$ cat src/rtl/pinmux_pkg.sv
// -----------------------------------------------------------------------------
// pinmux_pkg
//   Shared types and helpers for the pin multiplexer.
//   pin_state_e     : per-pin FSM state (ACTIVE drives the selected function,
//                     SETTLE holds the pad tri-stated while a new function is
//                     being switched in)
//   fsel_w()        : width of a function-select field, never below 1 bit
//   idx_w()         : width of a pin index, never below 1 bit
//   IDLE_IN_DEFAULT : level seen by a peripheral input that is not routed
// -----------------------------------------------------------------------------
package pinmux_pkg;

  typedef enum logic {
    PIN_ACTIVE = 1'b0,
    PIN_SETTLE = 1'b1
  } pin_state_e;

  localparam logic IDLE_IN_DEFAULT = 1'b1;

  function automatic int fsel_w(input int num_funcs);
    return (num_funcs > 1) ? $clog2(num_funcs) : 1;
  endfunction

  function automatic int idx_w(input int num_items);
    return (num_items > 1) ? $clog2(num_items) : 1;
  endfunction

endpackage

$ cat src/rtl/pinmux_pin_slot.sv
// -----------------------------------------------------------------------------
// pinmux_pin_slot
//   One pad of the pin multiplexer: function-select registers, the
//   ACTIVE/SETTLE state machine with its settle counter, the output mux
//   towards the pad and the input demux towards the peripherals.
// Ports
//   clk, rst         clock, synchronous active-high reset
//   wr_en, wr_fsel   accepted write for this pin and the requested function
//   gpio_o/_oe_n     GPIO output data / active-low enable for this pin
//   func_o/_oe_n     peripheral output data / enable, bit f-1 = function f
//   pad_sync         synchronised pad input
//   func_i           peripheral inputs, bit f-1 = function f
//   pad_o, pad_oe_n  pad output data / active-low enable
//   act_fsel         function currently driving the pad
//   busy             pin is in the settle state
// -----------------------------------------------------------------------------
module pinmux_pin_slot
  import pinmux_pkg::*;
#(
  parameter int   NUM_FUNCS     = 4,
  parameter int   SETTLE_CYCLES = 3,
  parameter int   RESET_FUNC    = 0,
  parameter logic IDLE_IN       = IDLE_IN_DEFAULT,
  parameter int   FSEL_W        = fsel_w(NUM_FUNCS),
  parameter int   PF_W          = (NUM_FUNCS > 1) ? NUM_FUNCS - 1 : 1
) (
  input  logic              clk,
  input  logic              rst,
  input  logic              wr_en,
  input  logic [FSEL_W-1:0] wr_fsel,
  input  logic              gpio_o,
  input  logic              gpio_oe_n,
  input  logic [PF_W-1:0]   func_o,
  input  logic [PF_W-1:0]   func_oe_n,
  input  logic              pad_sync,
  output logic [PF_W-1:0]   func_i,
  output logic              pad_o,
  output logic              pad_oe_n,
  output logic [FSEL_W-1:0] act_fsel,
  output logic              busy
);

  localparam int CNT_W = (SETTLE_CYCLES > 1) ? $clog2(SETTLE_CYCLES) : 1;
  localparam logic [CNT_W-1:0] CNT_LOAD =
    CNT_W'((SETTLE_CYCLES > 0) ? SETTLE_CYCLES - 1 : 0);
  localparam logic [FSEL_W-1:0] FSEL_RST = FSEL_W'(RESET_FUNC);

  pin_state_e        state_q, state_d;
  logic [FSEL_W-1:0] act_q, act_d;
  logic [FSEL_W-1:0] pend_q, pend_d;
  logic [CNT_W-1:0]  cnt_q, cnt_d;

  // state register
  always_ff @(posedge clk) begin
    if (rst) begin
      state_q <= PIN_ACTIVE;
      act_q   <= FSEL_RST;
      pend_q  <= FSEL_RST;
      cnt_q   <= '0;
    end else begin
      state_q <= state_d;
      act_q   <= act_d;
      pend_q  <= pend_d;
      cnt_q   <= cnt_d;
    end
  end

  // next state: any write while settling restarts the full settle window,
  // even one that asks for the function already on the pad
  always_comb begin
    state_d = state_q;
    act_d   = act_q;
    pend_d  = pend_q;
    cnt_d   = cnt_q;
    case (state_q)
      PIN_ACTIVE: begin
        if (wr_en && (wr_fsel != act_q)) begin
          if (SETTLE_CYCLES == 0) begin
            act_d = wr_fsel;
          end else begin
            state_d = PIN_SETTLE;
            pend_d  = wr_fsel;
            cnt_d   = CNT_LOAD;
          end
        end
      end
      PIN_SETTLE: begin
        if (wr_en) begin
          pend_d = wr_fsel;
          cnt_d  = CNT_LOAD;
        end else if (cnt_q == '0) begin
          state_d = PIN_ACTIVE;
          act_d   = pend_q;
        end else begin
          cnt_d = cnt_q - CNT_W'(1);
        end
      end
      default: state_d = PIN_ACTIVE;
    endcase
  end

  // outputs: function 0 is GPIO; during settle the pad floats with data high
  // and no peripheral sees the pad
  always_comb begin
    pad_o    = gpio_o;
    pad_oe_n = gpio_oe_n;
    func_i   = {PF_W{IDLE_IN}};
    for (int f = 1; f < NUM_FUNCS; f++) begin
      if (act_q == FSEL_W'(f)) begin
        pad_o       = func_o[f-1];
        pad_oe_n    = func_oe_n[f-1];
        func_i[f-1] = pad_sync;
      end
    end
    if (state_q == PIN_SETTLE) begin
      pad_o    = 1'b1;
      pad_oe_n = 1'b1;
      func_i   = {PF_W{IDLE_IN}};
    end
  end

  assign act_fsel = act_q;
  assign busy     = (state_q == PIN_SETTLE);

endmodule

$ cat src/rtl/pinmux_ctrl.sv
// -----------------------------------------------------------------------------
// pinmux_ctrl
//   Register-programmed pin multiplexer between GPIO, peripheral alternate
//   functions and the pad ring. Holds the configuration decode, the sticky
//   lock, the error pulse and the pad-input synchroniser; one pinmux_pin_slot
//   per pad does the per-pin switching.
// Ports
//   wb_clk_i, wb_rst_i    clock, synchronous active-high reset
//   cfg_we/addr/wdata     one-cycle write of a pin's function select
//   cfg_lock              sticky write lock (set-only until reset)
//   cfg_rdata             active function of pin cfg_addr (combinational)
//   cfg_busy              per pin, 1 while settling
//   cfg_err               one-cycle pulse after a rejected write
//   gpio_o/_oe_n, gpio_i  GPIO side; gpio_i is the synchronised pad input
//   func_o/_oe_n, func_i  peripheral side, bit (f-1)*NUM_PINS+pin
//   pad_i, pad_o/_oe_n    pad ring side
// -----------------------------------------------------------------------------
module pinmux_ctrl
  import pinmux_pkg::*;
#(
  parameter int   NUM_PINS      = 24,
  parameter int   NUM_FUNCS     = 4,
  parameter int   SYNC_STAGES   = 2,
  parameter int   SETTLE_CYCLES = 3,
  parameter int   RESET_FUNC    = 0,
  parameter logic IDLE_IN       = IDLE_IN_DEFAULT
) (
  input  logic                              wb_clk_i,
  input  logic                              wb_rst_i,
  input  logic                              cfg_we,
  input  logic [idx_w(NUM_PINS)-1:0]        cfg_addr,
  input  logic [fsel_w(NUM_FUNCS)-1:0]      cfg_wdata,
  input  logic                              cfg_lock,
  output logic [fsel_w(NUM_FUNCS)-1:0]      cfg_rdata,
  output logic [NUM_PINS-1:0]               cfg_busy,
  output logic                              cfg_err,
  input  logic [NUM_PINS-1:0]               gpio_o,
  input  logic [NUM_PINS-1:0]               gpio_oe_n,
  output logic [NUM_PINS-1:0]               gpio_i,
  input  logic [(NUM_FUNCS-1)*NUM_PINS-1:0] func_o,
  input  logic [(NUM_FUNCS-1)*NUM_PINS-1:0] func_oe_n,
  output logic [(NUM_FUNCS-1)*NUM_PINS-1:0] func_i,
  input  logic [NUM_PINS-1:0]               pad_i,
  output logic [NUM_PINS-1:0]               pad_o,
  output logic [NUM_PINS-1:0]               pad_oe_n
);

  localparam int FSEL_W = fsel_w(NUM_FUNCS);
  localparam int ADDR_W = idx_w(NUM_PINS);
  localparam int PF_W   = NUM_FUNCS - 1;

  logic              lock_q;
  logic              err_q;
  logic              lock_eff;
  logic              wr_ok;
  logic [FSEL_W-1:0] act_fsel [NUM_PINS];
  logic [NUM_PINS-1:0] pad_sync;

  // a lock raised in the same cycle as a write already blocks that write
  assign lock_eff = lock_q | cfg_lock;
  assign wr_ok    = cfg_we && !lock_eff
                    && (32'(cfg_addr) < NUM_PINS)
                    && (32'(cfg_wdata) < NUM_FUNCS);

  always_ff @(posedge wb_clk_i) begin
    if (wb_rst_i) begin
      lock_q <= 1'b0;
      err_q  <= 1'b0;
    end else begin
      lock_q <= lock_eff;
      err_q  <= cfg_we && !wr_ok;
    end
  end

  assign cfg_err = err_q;

  generate
    if (SYNC_STAGES == 0) begin : g_sync_bypass
      assign pad_sync = pad_i;
    end else begin : g_sync
      logic [NUM_PINS-1:0] sync_p [SYNC_STAGES];
      always_ff @(posedge wb_clk_i) begin
        if (wb_rst_i) begin
          for (int s = 0; s < SYNC_STAGES; s++) begin
            sync_p[s] <= {NUM_PINS{IDLE_IN}};
          end
        end else begin
          // stage 0 captures the raw pad, later stages retime it
          sync_p[0] <= pad_i;
          for (int s = 1; s < SYNC_STAGES; s++) begin
            sync_p[s] <= sync_p[s-1];
          end
        end
      end
      assign pad_sync = sync_p[SYNC_STAGES-1];
    end
  endgenerate

  assign gpio_i = pad_sync;

  for (genvar p = 0; p < NUM_PINS; p++) begin : g_pin
    logic [PF_W-1:0] pin_func_o;
    logic [PF_W-1:0] pin_func_oe_n;
    logic [PF_W-1:0] pin_func_i;

    for (genvar f = 0; f < PF_W; f++) begin : g_func
      assign pin_func_o[f]          = func_o[f*NUM_PINS+p];
      assign pin_func_oe_n[f]       = func_oe_n[f*NUM_PINS+p];
      assign func_i[f*NUM_PINS+p]   = pin_func_i[f];
    end

    pinmux_pin_slot #(
      .NUM_FUNCS     (NUM_FUNCS),
      .SETTLE_CYCLES (SETTLE_CYCLES),
      .RESET_FUNC    (RESET_FUNC),
      .IDLE_IN       (IDLE_IN),
      .FSEL_W        (FSEL_W),
      .PF_W          (PF_W)
    ) u_slot (
      .clk       (wb_clk_i),
      .rst       (wb_rst_i),
      .wr_en     (wr_ok && (cfg_addr == ADDR_W'(p))),
      .wr_fsel   (cfg_wdata),
      .gpio_o    (gpio_o[p]),
      .gpio_oe_n (gpio_oe_n[p]),
      .func_o    (pin_func_o),
      .func_oe_n (pin_func_oe_n),
      .pad_sync  (pad_sync[p]),
      .func_i    (pin_func_i),
      .pad_o     (pad_o[p]),
      .pad_oe_n  (pad_oe_n[p]),
      .act_fsel  (act_fsel[p]),
      .busy      (cfg_busy[p])
    );
  end

  always_comb begin
    cfg_rdata = '0;
    for (int p = 0; p < NUM_PINS; p++) begin
      if (cfg_addr == ADDR_W'(p)) begin
        cfg_rdata = act_fsel[p];
      end
    end
  end

endmodule

$ cat config.mk
export PLATFORM = sky130hd
export DESIGN_NAME = pinmux_ctrl
export DESIGN_NICKNAME = d
export VERILOG_FILES = /design/src/rtl/pinmux_pkg.sv /design/src/rtl/pinmux_pin_slot.sv /design/src/rtl/pinmux_ctrl.sv
export SDC_FILE = /design/constraint.sdc
export NUM_CORES = 1
export LEC_CHECK = 0
export BUFFER_PORTS_ARGS = -buffer_cell sky130_fd_sc_hd__buf_2
export CAP_MARGIN = 20
export CORE_AREA = 2 2 171 173
export CTS_BUF_LIST = sky130_fd_sc_hd__clkbuf_4 sky130_fd_sc_hd__clkbuf_8
export CTS_CLUSTER_SIZE = 10
export DETAILED_ROUTE_END_ITERATION = 16
export DIE_AREA = 0 0 173 175
export PLACE_DENSITY = 0.78
export SYNTH_ARGS = -nofsm -noshare
export SYNTH_HDL_FRONTEND = slang
export SYNTH_HIERARCHICAL = 1
export SYNTH_SLANG_ARGS = --single-unit
$ cat constraint.sdc
create_clock -name wb_clk_i -period 1.9 [get_ports wb_clk_i]
set_input_delay 0.095 -clock wb_clk_i [delete_from_list [all_inputs] [get_ports wb_clk_i]]
set_output_delay 0.095 -clock wb_clk_i [all_outputs]
set_load 0.005 [all_outputs]
==> results.toml, run 1 <==
[status]
run_status = "finished with violations"
violations = "setup timing"

[synth]
synth_warnings = 6
avgSynthCellArea_um2 = 9.62
syn_inst = 1428
synthTopCellsByArea = "dfxtp_1 (32%), mux4_2 (8.5%), xor2_2 (5.7%)"
synth_top_flop_cell = "dfxtp_1"
synthAdderAreaFrac = 0.0219
synth_compound_area_frac = 0.109
synth.distinct_cells = 50
syn-cell-area_um2 = 13700
synth_edf_count = 0
yosys.area_share.xor_xnor = 0.0568
synthSimpleGateAreaFrac = 0.225
synth_seq_cells = 218
yosysTopAreaCell = "dfxtp_1"
yosysMostFrequentCell = "dfxtp_1"
syn_nets = 1679
synthMuxAreaShare = 0.166
yosys-top-cells-count = "dfxtp_1 (218), nor2_1 (124), inv_1 (121)"
ys_seq_area_frac = 0.318
async_reset_ff_frac = 0
synth_top_family_by_area = "simple AND/OR/NAND/NOR gates"
netlist.area_leader.share = 0.318

[grt]
grt_max_degree = 55
antenna_found_initial = 1
grt_pass1_wl_um = 63800
grt_usage = 0.252
use_met2 = 0.473
met3_usage = 0.0407
grt_pass1_vias = 13000
grt_use_met1 = 0.299
top_usage_layer = "met2"
overflow = 0

[power_and_ir_drop]
power.density_nw_per_um2 = 574
p_sw_frac = 0.242
power_frac_comb = 0.105
intPower_mw = 8.03
leakagePower_nw = 7.45
power_mw = 10.6
clkPwrFrac = 0.457
ir_drop_mv = 0.426
sequentialPowerShare = 0.438
p_switching_mw = 2.57

[die]
die_w_um = 173
rows = 62
die_h_um = 175
io_pins = 398
core_area_um2 = 28400
initial_core_util = 0.484
dieArea_um2 = 30300

[critical_path]
crit_arrival_ns = 2.15
setup.worst_path.end_class = "primary output"
critPathKind = "register to primary output"
path_max_fanout = 2
required_ns = 1.80
start_kind = "register"

[cts]
cts_sinks = 218
clock_latency_ns = 0.54
clockBufferDepth = 3
cts_made_buffers = 40
root_buffer = "clkbuf_8"
cts.htree.levels = 2
cts_tree = "done"
clk_pin_slew_ns = 0.06

[timing]
tns_ns = -2.22
fmax_mhz = 445
period_needed_ns = 2.25
fin_crit_sh = 1.18
rsz0062_at_grt = "true"
max_slew.worst_pin.slew_ns = 1.08
maxSlewHeadroom = 0.280
hold_violations = 0
setup_viol = 55
finalClockSkew_ns = 0.0207
final_max_slew_viol_count = 0
layout_setup_ws_ns = -0.348

[drt]
dr.first_iter.drc_count = 777
route.vias.total = 12800
wl_per_cell_um = 17.0
routed_wl_um = 39900
drc = 0
drt_first_pass_iters = 5
ant_nets = 0
vias_per_cell = 5.46

[cells_and_area]
num-nets-final = 2182
syn_to_final_growth_pct = 34.5
final_util = 0.651
drive_gt1_frac = 0.482
stdcell_count = 2346
fill_cells = 2275

[place]
dp_slack_ns = -0.120
gp_congestion = 0.827
portBuffers = 397
dp_hpwl_um = 27900
dp_cells = 2195

[job]
maxCapViolCount = 0

[hold_path]
hold_path_class = "primary input to register"
==> timing repair <==
action                                  4_1_cts  5_1_grt
gates cloned                                  0        0
endpoints found under the setup margin      135      186
pin swaps                                    52       49
setup buffers                                34       20
hold buffers                                 28        0
resized for setup                           160       74
endpoints found under the hold margin        44        0
==> cells in the final DEF (no fill, tap or decap), types with 6 or more instances in the layout <==
cell type,instances
buf_6,43
nor2_4,15
buf_2,393
or4b_1,48
a2111oi_2,17
buf_4,99
ha_1,24
mux4_2,52
inv_1,121
nand3_1,74
o21ai_0,27
dfxtp_2,17
nor2b_1,48
nor2_1,108
dlygate4sd3_1,28
o41ai_1,33
dfxtp_1,186
clkbuf_4,8
or2_1,47
o41ai_2,13
or2_2,48
buf_12,8
dfxtp_4,15
nand3b_1,25
mux2i_1,56
nand2_1,9
nor4_1,24
mux2_2,30
nor3_1,71
clkbuf_8,58
a21oi_1,54
xor2_2,48
o221a_2,24
a2111oi_1,6
mux2_4,18
==> per-stage QoR <==
stage / hold WS [ns] / cell area [um2]
after global routing: 0.143 / 18500
after global placement: 0.277 / 16100
after floorplan: 0.164 / 13700
after CTS: 0.0783 / 18100
after detailed placement: 0.281 / 16100
final: 0.108 / 18500
==> path summary, 6_finish.rpt <==
| path | start | to | slack (ns) | cells after the start |
|---|---|---|---|---|
| setup / recovery | g_pin[14].u_slot/act_fsel[1] | cfg_rdata[1] | -0.35 | 5 |
| hold / removal | cfg_wdata[1] | g_pin[17].u_slot/busy | 0.11 | 4 |
| setup reg to reg | lock_q | g_pin[18].u_slot/pend_q[0] | -0.08 | 11 |
| hold reg to reg | g_sync.sync_p[0][22] | g_sync.sync_p[0][46] | 0.41 | 1 |
==> cells by family (layout without fill, tap and decap cells) <==
group,count (synthesis),after routing
other,0,1
AND/OR/NAND/NOR,542,542
multiplexers,157,157
buffers and inverters,236,769
flip-flops,218,218
XOR/XNOR,48,48
adder cells (fa/ha/maj),24,24
AO/OA/AOI/OAI,203,203
==> registers in the layout, indices dropped and copies added, names as in the netlist <==
signal	count
g_pin.u_slot/cnt_q	48
g_sync.sync_p	48
g_pin.u_slot/pend_q	48
lock_q	1
cfg_err	1
g_pin.u_slot/busy	24
g_pin.u_slot/act_fsel	48
==> worst max-delay path, stage by stage (launching register included) <==
cell,delay (ns)
dfxtp_2,0.33
mux4_2,0.51
a2111oi_4,0.31
buf_4,0.18
o221ai_4,0.12
buf_2,0.16
==> per-layer routing <==
metal / wire, um / up-vias
met2: 20900 / 385
li1: - / 6158
met3: 1910 / 59
met4: 679 / 0
met1: 16300 / 6200
met5: 0 / -
==> area by class of cell <==
type | instances | area, um2 | area share
multi-input combinational | 974 | 8530 | 0.462
sequential | 218 | 4440 | 0.240
timing repair buffer | 574 | 3670 | 0.199
clock buffer | 66 | 858 | 0.0465
tap | 384 | 480 | 0.0260
inverter | 123 | 462 | 0.0250
clock inverter | 6 | 35.0 | 0.00190
antenna | 1 | 2.50 | 0.000135
==> power groups by stage <==
stage / combinational (mW) / sequential (mW) / clock, mW
global placement: 0.963 / 4.76 / 0
global route: 1.21 / 4.64 / 5.18
floorplan: 0.466 / 4.75 / 0
CTS: 1.09 / 4.64 / 4.96
finish: 1.12 / 4.64 / 4.84
detailed placement: 0.988 / 4.76 / 0
(Power assumes the default switching activity.)
==> run 2, diff against run 1 <==
--- a/config.mk
+++ b/config.mk
@@ -7,12 +7,12 @@
 export LEC_CHECK = 0
 export BUFFER_PORTS_ARGS = -buffer_cell sky130_fd_sc_hd__buf_2
 export CAP_MARGIN = 20
-export CORE_AREA = 2 2 171 173
-export CTS_BUF_LIST = sky130_fd_sc_hd__clkbuf_4 sky130_fd_sc_hd__clkbuf_8
+export CORE_AREA = 2 2 173 175
+export CTS_BUF_LIST = sky130_fd_sc_hd__clkbuf_8 sky130_fd_sc_hd__clkbuf_16
 export CTS_CLUSTER_SIZE = 10
 export DETAILED_ROUTE_END_ITERATION = 16
-export DIE_AREA = 0 0 173 175
-export PLACE_DENSITY = 0.78
+export DIE_AREA = 0 0 175 177
+export PLACE_DENSITY = 0.77
 export SYNTH_ARGS = -nofsm -noshare
 export SYNTH_HDL_FRONTEND = slang
 export SYNTH_HIERARCHICAL = 1
==> run 2 against run 1 <==
  * The run still ends with setup timing left
  * Sequential power barely moved
  * Via count rose by 1.6%
  * Sequential share of layout area fell by 0.61 points
  * Critical path depth did not move
  * Die area rose by 2.3%
  * Critical path type unchanged
  * First-iteration DRC count rose by 3.5%
  * Combinational power rose by 7%
  * Clock-buffer cell count fell by 35
  * Sequential cell count did not move
  * Clock power fell by 5.4%
  * Largest cell class unchanged
  * Register-to-register slack got worse by 0.09 ns
==> results.toml, run 2 (synthesized netlist as in run 1, its figures left out) <==
[status]
run_status = "finished with violations"
violations = "setup timing"

[timing]
final_max_slew_viol_count = 0
finalClockSkew_ns = 0.00899
hold_violations = 0
rsz0062_at_grt = "true"
period_needed_ns = 2.30
setup_viol = 81
fin_crit_sh = 1.21
fmax_mhz = 436
layout_setup_ws_ns = -0.396
max_slew.worst_pin.slew_ns = 0.683
maxSlewHeadroom = 0.545

[job]
maxCapViolCount = 0

[grt]
grt_usage = 0.254
overflow = 0
grt_pass1_wl_um = 64100
grt_pass1_vias = 12600
grt_max_degree = 58
antenna_found_initial = 1

[die]
core_area_um2 = 29200
die_h_um = 177
dieArea_um2 = 31000
io_pins = 398
initial_core_util = 0.470
die_w_um = 175
rows = 63

[drt]
routed_wl_um = 43100
wl_per_cell_um = 18.6
route.vias.total = 13000
wl_met1_um = 17300
wl_met3_um = 2380
drc = 0
dr.first_iter.drc_count = 804
routed.top_layer = "met4"
vias_per_cell = 5.61
routed-wl-met2_um = 22300
ant_nets = 0
drt_first_pass_iters = 5

[cts]
cts_made_buffers = 27
cts_sinks = 218
cts.htree.levels = 1
clk_pin_slew_ns = 0.06
cts_tree = "done"
root_buffer = "clkbuf_16"
clockBufferDepth = 3
clock_latency_ns = 0.53

[cells_and_area]
num-nets-final = 2168
drive_gt1_frac = 0.494
final_common_cell = "buf_2"
fill_cells = 2350
mostFrequentLayoutCells = "buf_2 (389), dfxtp_1 (191), inv_1 (126), nor2_1 (102), buf_4 (99)"
final_util = 0.647
fin_area_um2 = 18900
syn_to_final_growth_pct = 37.7

[place]
dp_hpwl_um = 30300
gp_congestion = 0.884
placed_cell_area_um2 = 16200
portBuffers = 397

[critical_path]
required_ns = 1.80
crit_arrival_ns = 2.20
start_kind = "register"
setup.worst_path.end_class = "primary output"
critPathKind = "register to primary output"
path_max_fanout = 2

[power_and_ir_drop]
ir_drop_mv = 0.515
power_mw = 10.4
leakagePower_nw = 7.43
power.density_nw_per_um2 = 551

[hold_path]
hold_path_class = "primary input to register"
[run 2: area by class of cell]
class                      instances  area (um2)  share of cell area
multi-input combinational        974        9090               0.481
inverter                         123         462              0.0244
clock buffer                      31         731              0.0386
timing repair buffer             573        3670               0.194
sequential                       218        4430               0.234
clock inverter                     7        32.5             0.00172
antenna                            1        2.50            0.000132
tap                              390         488              0.0258
[run 2: timing repair]
action	CTS	global route
buffers inserted	26	15
gates resized for setup	90	233
hold buffers	27	0
cloned	0	0
endpoints found under the hold margin	29	0
pin swaps	7	92
endpoints found under the setup margin	177	113
[run 2: metrics by stage]
stage	setup TNS [ns]	setup slack (ns)	cells	hold slack [ns]
floorplan	-0.441	-0.100	1428	0.164
global placement	-8.54	-0.338	2212	0.277
detailed placement	-16.42	-0.295	2212	0.279
CTS	-1.45	-0.413	2303	0.195
global route	-14.52	-0.464	2317	0.192
finish	-5.31	-0.396	2317	0.198
[run 2: worst max-delay path: stages (launching register included)]
cell	delay [ns]
dfxtp_2	0.34
mux4_2	0.51
a2111oi_4	0.34
buf_4	0.18
o221ai_4	0.14
buf_2	0.17
[run 2: metal layers]
metal | GRT usage | vias to the layer above
met1 | 0.310 | 6366
met4 | 0.0719 | 0
li1 | - | 6109
met2 | 0.466 | 457
met3 | 0.0384 | 73
met5 | 0 | -
[run 2: worst paths after layout]
kind	startpoint	to	slack (ns)	depth (start not counted)
setup / recovery	g_pin[8].u_slot/act_fsel[1]	cfg_rdata[1]	-0.40	5
hold / removal	cfg_wdata[1]	g_pin[16].u_slot/pend_q[1]	0.20	4
setup reg to reg	lock_q	g_pin[1].u_slot/pend_q[1]	-0.17	9
hold reg to reg	g_sync.sync_p[0][14]	g_sync.sync_p[0][38]	0.41	1
[run 2: power breakdown]
part	leakage, nW	switching [mW]	internal [mW]	total (mW)
clock	0.396	1.90	2.67	4.58
sequential	1.79	0.0336	4.61	4.65
combinational	5.25	0.598	0.597	1.20
